**src/rtl/draw_pkg.sv**
```systemverilog
// Shared definitions for the frame-draw sequencer: entity word layout,
// sequencer states and default widths.
package draw_pkg;

  localparam int unsigned PLOT_BIT = 33;
  localparam int unsigned SEL_HI   = 32;
  localparam int unsigned SEL_LO   = 30;
  localparam int unsigned Y_HI     = 25;
  localparam int unsigned Y_LO     = 16;
  localparam int unsigned X_HI     = 15;
  localparam int unsigned X_LO     = 6;
  localparam int unsigned DIR_HI   = 5;
  localparam int unsigned DIR_LO   = 0;

  localparam int unsigned DEF_ENTITY_SIZE = 34;
  localparam int unsigned DEF_COORD_W     = 10;
  localparam int unsigned DEF_COLOR_W     = 3;

  typedef enum logic [2:0] {
    IDLE,
    SCAN,
    START,
    WAIT,
    NEXT,
    DONE
  } seq_state_t;

endpackage

```
**src/rtl/draw_pixel_mux.sv**
```systemverilog
// Registered N-way pixel select: forwards the selected drawer's pixel to the
// VGA side one cycle later, only while enabled.
module draw_pixel_mux #(
  parameter int unsigned N       = 3,
  parameter int unsigned SEL_W   = 2,
  parameter int unsigned COORD_W = 10,
  parameter int unsigned COLOR_W = 3
) (
  input  logic                          clk,
  input  logic                          reset_n,
  input  logic [SEL_W-1:0]              sel,
  input  logic                          en,
  input  logic [N-1:0][COORD_W-1:0]     in_x,
  input  logic [N-1:0][COORD_W-1:0]     in_y,
  input  logic [N-1:0][COLOR_W-1:0]     in_color,
  input  logic [N-1:0]                  in_plot,
  output logic [COORD_W-1:0]            x,
  output logic [COORD_W-1:0]            y,
  output logic [COLOR_W-1:0]            color,
  output logic                          plot
);

  logic write_px;

  assign write_px = en & in_plot[sel];

  // Coordinates and colour only move on a real write so the VGA side sees
  // the last plotted pixel while plot is low.
  always_ff @(posedge clk) begin
    if (!reset_n) begin
      x     <= '0;
      y     <= '0;
      color <= '0;
      plot  <= 1'b0;
    end else begin
      plot <= write_px;
      if (write_px) begin
        x     <= in_x[sel];
        y     <= in_y[sel];
        color <= in_color[sel];
      end
    end
  end

endmodule

```
**src/rtl/draw_sequencer.sv**
```systemverilog
// Frame-draw sequencer: snapshots the entity table on frame_start and walks
// every slot, handing visible entities to their class drawer in turn.
module draw_sequencer
  import draw_pkg::*;
#(
  parameter int unsigned ENTITY_SIZE   = DEF_ENTITY_SIZE,
  parameter int unsigned NUM_CLASSES   = 3,
  parameter int unsigned MAX_PER_CLASS = 10,
  parameter int unsigned COORD_W       = DEF_COORD_W,
  parameter int unsigned COLOR_W       = DEF_COLOR_W,
  parameter int unsigned TIMEOUT       = 4096
) (
  input  logic                                              clk,
  input  logic                                              reset_n,
  input  logic                                              frame_start,
  input  logic [NUM_CLASSES-1:0][MAX_PER_CLASS-1:0][ENTITY_SIZE-1:0] entities,
  output logic [NUM_CLASSES-1:0]                            drw_start,
  output logic [ENTITY_SIZE-1:0]                            drw_entity,
  input  logic [NUM_CLASSES-1:0][COORD_W-1:0]               drw_x,
  input  logic [NUM_CLASSES-1:0][COORD_W-1:0]               drw_y,
  input  logic [NUM_CLASSES-1:0][COLOR_W-1:0]               drw_color,
  input  logic [NUM_CLASSES-1:0]                            drw_plot,
  input  logic [NUM_CLASSES-1:0]                            drw_done,
  output logic [COORD_W-1:0]                                x,
  output logic [COORD_W-1:0]                                y,
  output logic [COLOR_W-1:0]                                color,
  output logic                                              plot,
  output logic                                              busy,
  output logic                                              frame_done,
  output logic                                              frame_overrun,
  output logic                                              timeout_err
);

  localparam int unsigned IDX_W = (MAX_PER_CLASS > 1) ? $clog2(MAX_PER_CLASS) : 1;
  localparam int unsigned CLS_W = (NUM_CLASSES > 1) ? $clog2(NUM_CLASSES) : 1;
  localparam int unsigned WD_W  = $clog2(TIMEOUT + 1);

  localparam logic [IDX_W-1:0] IDX_LAST = IDX_W'(MAX_PER_CLASS - 1);
  localparam logic [CLS_W-1:0] CLS_LAST = CLS_W'(NUM_CLASSES - 1);
  localparam logic [WD_W-1:0]  WD_LAST  = WD_W'(TIMEOUT - 1);

  seq_state_t state, state_next;
  logic [NUM_CLASSES-1:0][MAX_PER_CLASS-1:0][ENTITY_SIZE-1:0] snap;
  logic [CLS_W-1:0] cls;
  logic [IDX_W-1:0] idx;
  logic [WD_W-1:0]  wd;

  // The snapshot and cls/idx are frozen from START through WAIT, so the
  // entity word is stable for the drawer without an extra register.
  assign drw_entity = snap[cls][idx];

  always_ff @(posedge clk) begin
    if (!reset_n) begin
      state         <= IDLE;
      snap          <= '0;
      cls           <= '0;
      idx           <= '0;
      wd            <= '0;
      timeout_err   <= 1'b0;
      frame_overrun <= 1'b0;
    end else begin
      state         <= state_next;
      frame_overrun <= frame_start && (state != IDLE);
      case (state)
        IDLE: if (frame_start) begin
          snap        <= entities;
          cls         <= '0;
          idx         <= '0;
          timeout_err <= 1'b0;
        end
        START: wd <= '0;
        WAIT: if (!drw_done[cls]) begin
          if (wd == WD_LAST) timeout_err <= 1'b1;
          if (wd != '1) wd <= wd + WD_W'(1);
        end
        NEXT: if (idx == IDX_LAST) begin
          idx <= '0;
          // Wrap to 0 after the last class so cls never indexes past the table.
          cls <= (cls == CLS_LAST) ? '0 : cls + CLS_W'(1);
        end else begin
          idx <= idx + IDX_W'(1);
        end
        default: ;
      endcase
    end
  end

  always_comb begin
    state_next = state;
    drw_start  = '0;
    busy       = (state != IDLE);
    frame_done = 1'b0;
    case (state)
      IDLE:  if (frame_start) state_next = SCAN;
      SCAN:  state_next = snap[cls][idx][PLOT_BIT] ? START : NEXT;
      START: begin
        drw_start[cls] = 1'b1;
        state_next     = WAIT;
      end
      WAIT:  if (drw_done[cls] || (wd == WD_LAST)) state_next = NEXT;
      NEXT:  state_next = ((idx == IDX_LAST) && (cls == CLS_LAST)) ? DONE : SCAN;
      DONE: begin
        frame_done = 1'b1;
        state_next = IDLE;
      end
      default: state_next = IDLE;
    endcase
  end

  draw_pixel_mux #(
    .N       (NUM_CLASSES),
    .SEL_W   (CLS_W),
    .COORD_W (COORD_W),
    .COLOR_W (COLOR_W)
  ) u_pixel_mux (
    .clk      (clk),
    .reset_n  (reset_n),
    .sel      (cls),
    .en       (state == WAIT),
    .in_x     (drw_x),
    .in_y     (drw_y),
    .in_color (drw_color),
    .in_plot  (drw_plot),
    .x        (x),
    .y        (y),
    .color    (color),
    .plot     (plot)
  );

endmodule

```
**config.mk**
```make
export PLATFORM = sky130hd
export DESIGN_NAME = draw_sequencer
export DESIGN_NICKNAME = d
export VERILOG_FILES = /design/src/rtl/draw_pkg.sv /design/src/rtl/draw_pixel_mux.sv /design/src/rtl/draw_sequencer.sv
export SDC_FILE = /design/constraint.sdc
export NUM_CORES = 2
export LEC_CHECK = 0
export CORE_AREA = 3 3 457 459
export CTS_CLUSTER_SIZE = 16
export DETAILED_ROUTE_END_ITERATION = 10
export DIE_AREA = 0 0 460 462
export PLACE_DENSITY = 0.53
export SKIP_LAST_GASP = 1
export SYNTH_ARGS = -nofsm -noshare
export SYNTH_HDL_FRONTEND = slang
export SYNTH_SLANG_ARGS = --single-unit
```
**constraint.sdc**
```tcl
create_clock -name clk -period 1.8 [get_ports clk]
set_input_delay 0.27 -clock clk [delete_from_list [all_inputs] [get_ports clk]]
set_output_delay 0.27 -clock clk [all_outputs]
set_load 0.1 [all_outputs]
```
* After elaboration in Yosys (flattened, before gate mapping)
Cells that the tools add are included. Widths: inputs -> output; s select.
Storage, ports and cells: bits in registers 1068, bits of input ports 1098, output and inout bits 65, word-level logic and storage cells 114
Operators by class: add/subtract/negate cells 3, order comparisons 3, equal/unequal tests 15, multiplexer cells 37, bitwise logic cells 1, reductions and logical operators 15
Operators by type and width (count):
- $bmux 340 s2 | 1
- $mux 340 | 1
- $bmux 34 s4 | 1
- $bmux 10 s2 | 2
- $mux 34 | 1
- $mux 13 | 2
- $pmux 13 s2 | 1
- $mux 10 | 2
- $mux 3 | 6
- $pmux 3 s5 | 1
- $add 13x1->13 const B | 1
- $eq 13x12->1 const B | 1
- $ne 13x13->1 const B | 1
- $ne 2x2->1 const B | 6
- $mux 4 | 2
- $pmux 4 s2 | 1
- $mux 1 | 7
- $bmux 3 s2 | 1
- $eq 3x2->1 const B | 2
- $eq 3x3->1 const B | 2
- $mux 2 | 3
- $reduce_and 2->1 | 3
- $reduce_and 3->1 | 2
- $reduce_bool 2->1 | 3
- other kinds (18) | 21

* Depth between registers and ports, before layout
depth in word-level cells 6, mapped depth 11, gate-level depth less buffers 7

* By module
From an unflattened synthesis, not the netlist that was laid out.
Unflattened totals: cells, all modules 6209, area, all modules 49439.9 µm²
Modules (own cells, without submodules):
- draw_sequencer | instances 1, cells each 6066, area each 47919.7 µm², seq. area each 20900.0 µm²
- draw_pixel_mux | instances 1, cells each 143, area each 1520.2 µm², seq. area each 480.5 µm²

* Worst setup path before layout
OpenSTA, ideal clock, no wires.
kind reg2out, from register cls[0], to output drw_start[1], data arrival time 3.334 ns, data required time 1.530 ns, slack -1.804 ns, stages on the path, launching flop included 7, path buffers 5, path through dfxtp_1 -> buf_6 -> buf_4 -> buf_6 -> buf_6 -> buf_4 -> nor3b_1
Between the ends: longest elaborated chain between the ends 5, elaborated cells on any way between the ends 6, those cells by class order compare: 2; mux: 3; reduce/logical: 1
Ends and longest elaborated chain:
- from (decl) | RTL line draw_sequencer.sv:44 | logic [CLS_W-1:0] cls;
- from (signal assigned) | RTL line draw_sequencer.sv:79 | cls <= (cls == CLS_LAST) ? '0 : cls + CLS_W'(1);
- $lt 2x3->1 (implied by the code) / $ge 2x1->1 (equally long branches) | RTL line draw_sequencer.sv:97 | drw_start[cls] = 1'b1;
- $logic_and 1x1->1 (implied by the code) | RTL line draw_sequencer.sv:97
- $mux 1 (implied by the code) | RTL line draw_sequencer.sv:97
- $demux 1 s2 * | RTL line draw_sequencer.sv:97
- $mux 3 * | RTL line draw_sequencer.sv:93 | case (state)
- to (decl) | RTL line draw_sequencer.sv:17 | output logic [NUM_CLASSES-1:0] drw_start,
Mark *: on every way between the ends. The rest lies on a longest branch, timed or not.

* Worst setup path in the final report
from register cls[0], to output drw_entity[15]
Between the ends: longest elaborated chain between the ends 4
Ends and longest elaborated chain:
- $bmux 340 s2 | RTL line draw_sequencer.sv:50 | assign drw_entity = snap[cls][idx];
- $mux 340 (implied by the code) | RTL line draw_sequencer.sv:50
- $bmux 34 s4 | RTL line draw_sequencer.sv:50
- $mux 34 (implied by the code) | RTL line draw_sequencer.sv:50
- to (decl) | RTL line draw_sequencer.sv:18 | output logic [ENTITY_SIZE-1:0] drw_entity,
Every way passes these cells. The select of a mux whose other input is x is not followed.

==> flow_metrics.env <==
export IMPL_syn_area_per_cell_sq_um=8.06
export IMPL_antenna_left=0
export IMPL_holdWs_ps=63.7
export IMPL_io_buffer_count=1162
export IMPL_drcViolationCount=0
export IMPL_setup_violations=349
export IMPL_netlist_area_leader_share_pct=43.4
export IMPL_place_ws_ps=-1710
export IMPL_dr_pass1_iters=6
export IMPL_finalHoldViolCount=0
export IMPL_synth_nets=7210
export IMPL_ys_seq_elements=1068
export IMPL_crit_arrival_ps=3480
export IMPL_cts_buffers=132
export IMPL_antenna_found_initial=96
export IMPL_r2r_cells=14
export IMPL_period_needed_ps=3750
export IMPL_status="finished, violations left"
export IMPL_ys_dominant_reg_cell="dfxtp_1"
export IMPL_grt_pass1_wl_mm=386
export IMPL_die_y_um=462
export IMPL_syn_inst=6109
export IMPL_nNetsFinal=8975
export IMPL_leakage_nw=28.4
export IMPL_yosysSeqAreaShare_pct=43.4
export IMPL_yosysWarnings=0
export IMPL_critPathLaunchType="register"
export IMPL_vias=51100
export IMPL_die_w_um=460
export IMPL_gp_congestion=0.912
export IMPL_grt_pass1_vias=50900
export IMPL_hp_class="in -> reg"
export IMPL_power_density_mw_per_mm2=901
export IMPL_worstSetupEndpointType="output port"
export IMPL_ys_top_cells_by_area="dfxtp_1 (43%), nand2_1 (17%), a21boi_0 (13%)"
export IMPL_dp_hpwl_mm=223
export IMPL_h_tree_depth=4
export IMPL_crit_slowest_cell="o211ai_1"
export IMPL_core_sq_mm=0.205
export IMPL_async_flop_share_pct=0
export IMPL_hold_depth=3
export IMPL_synth_edff_count=0
export IMPL_start_util_pct=24.0
export IMPL_layout_drive_gt1_share_pct=14.6
export IMPL_drv_slew=0
export IMPL_max_stage_delay_ps=660
export IMPL_finalInstanceArea_sq_mm=0.0792
export IMPL_drt_wl_total_mm=285
export IMPL_crit_chain="buf_12, nor2b_4, buf_12, buf_12, buf_6, a21oi_4, a211oi_4, buf_4, a211oi_2, o211ai_1, buf_12"
export IMPL_cts_tree="yes"
export IMPL_cts_root_buf="clkbuf_16"
export IMPL_rsz0062_at_grt="yes"
export IMPL_peakVddDrop_mv=1.04
export IMPL_row_count=166
export IMPL_maxSlewHeadroom_pct=39.7
export IMPL_worstSetupPathType="reg -> out"
export IMPL_clockBufferDepth=3
export IMPL_finalClockSkew_ps=24.1
export IMPL_crit_fanout=7
export IMPL_required_ps=1530
export IMPL_fmax_ghz=0.267
export IMPL_synth_area_sq_mm=0.0492
export IMPL_synth_area_leader_cell="dfxtp_1"
export IMPL_setup_ws_ps=-1950
export IMPL_placed_area_sq_mm=0.0683
export IMPL_clk_pin_slew_worst_paths_ps=60
export IMPL_drtIter0Drc=3656
export IMPL_worst_slew_pin_slew_ps=895
export IMPL_critPathMostFrequentCell="buf_12"
export IMPL_io_pins=1163
export IMPL_fin_crit_sh_pct=208
export IMPL_cts_sinks=1068
export IMPL_grt_start_max_net_pins=111
export IMPL_vias_per_cell=4.77
export IMPL_violations="negative setup slack"
export IMPL_dieArea_sq_mm=0.213
export IMPL_grt_ovfl_total=0
export IMPL_track_usage_pct=25.5
export IMPL_clk_insertion_delay_late_ps=800
export IMPL_syn_to_final_growth_pct=60.9
export IMPL_drv_cap=0
export IMPL_post_drt_wl_per_cell_um=26.7
export IMPL_netlist_cell_type_count=51
[path summary, 6_finish.rpt]
check / start / end / slack, ps
max: cls[0]$_SDFFE_PN0P_ / drw_entity[15] / -1950
min: entities[103] / snap[103]$_SDFFE_PN0P_ / 60
max reg2reg: cls[0]$_SDFFE_PN0P_ / wd[9]$_SDFFE_PN0P_ / -880
min reg2reg: snap[242]$_SDFFE_PN0P_ / snap[242]$_SDFFE_PN0P_ / 450
[Yosys cell counts, types with 25 or more instances]
library cell     n
nand2_1       2255
dfxtp_1       1068
a21boi_0       825
mux2i_1        365
clkbuf_1       295
a21boi_1       195
o211ai_1       181
a21oi_1        167
nor2_1         157
buf_2          148
o21ai_0        131
a211oi_1        57
buf_4           45
buf_1           25
[where the power goes]
part	switching (mW)	internal (mW)	total, mW	leakage [nW]
Sequential	1.44	25.8	27.2	8.75
Combinational	8.53	6.84	15.4	17.4
Clock	11.3	17.5	28.8	2.28
[sequential cells by signal, indices dropped and copies added (netlist names)]
register           flops
u_pixel_mux.y         10
idx                    4
frame_overrun          1
u_pixel_mux.x         10
wd                    13
state                  3
cls                    2
u_pixel_mux.plot       1
u_pixel_mux.color      3
snap                1020
timeout_err            1
[what timing repair did]
item                       CTS  global route
hold buffers               349             0
cloned                      10             8
gates resized for setup    229           152
buffers inserted            59            35
pin swaps                   72            76
hold endpoints to repair   363             0
setup endpoints to repair  371          1057
[cell type report]
type,instances,area (sq um)
Timing Repair Buffer,2160,22800
Sequential cell,1068,21400
Antenna cell,40,100
Clock inverter,45,721
Clock buffer,191,3940
Fill cell,20900,126000
Tap cell,2688,3360
Multi-Input combinational cell,4504,26900
Inverter,8,30.0
[cells by family after synthesis]
| logic type | Yosys count | share of synthesized area, % |
|---|---|---|
| AO/OA/AOI/OAI | 1634 | 23.6 |
| XOR/XNOR | 10 | 0.178 |
| adder cells (fa/ha/maj) | 3 | 0.0762 |
| buffers and inverters | 538 | 5.24 |
| flip-flops | 1068 | 43.4 |
| multiplexers | 384 | 8.29 |
| AND/OR/NAND/NOR | 2472 | 19.2 |
[critical path, delay by kind of cell, from the launching register on]
| kind | cells | cell delay [ps] |
|---|---|---|
| DFF | 1 | 350 |
| and+or+nand+nor | 1 | 140 |
| AOI/OAI and AO/OA | 4 | 1180 |
| buffers and inverters | 6 | 990 |
[cells in the final DEF (no fill, tap or decap), types with 33 or more instances in the layout]
cell                n
buf_12            160
clkdlybuf4s50_1  1096
a21oi_1           123
buf_4             469
nand2_1          2252
a21boi_1          195
buf_6              34
clkbuf_8           33
clkbuf_16         153
nor2_1            144
dfxtp_1          1064
o211ai_1          181
diode_2            40
dlygate4sd3_1     349
a21boi_0          825
o21ai_0           102
mux2i_1           327
a21oi_2            40
[metal layers]
metal	vias to the layer above	part of all wire [%]	GRT usage [%]
li1	24100	-	-
met2	1834	47	43.1
met5	-	0.099	0
met3	404	6.0	4.63
met1	24700	43	32.5
met4	44	3.6	8.87
[stage by stage]
stage	total power, mW	util [%]	setup TNS [ps]	cells
2_1_floorplan	33.7	-	-27580	6109
3_3_place_gp	41.9	33.3	-153970	9982
3_5_place_dp	42.0	33.3	-184790	9982
4_1_cts	72.0	38.2	-98360	10600
5_1_grt	74.2	38.7	-222110	10700
6_report	71.4	38.7	-96390	10700
(Power assumes the default switching activity.)
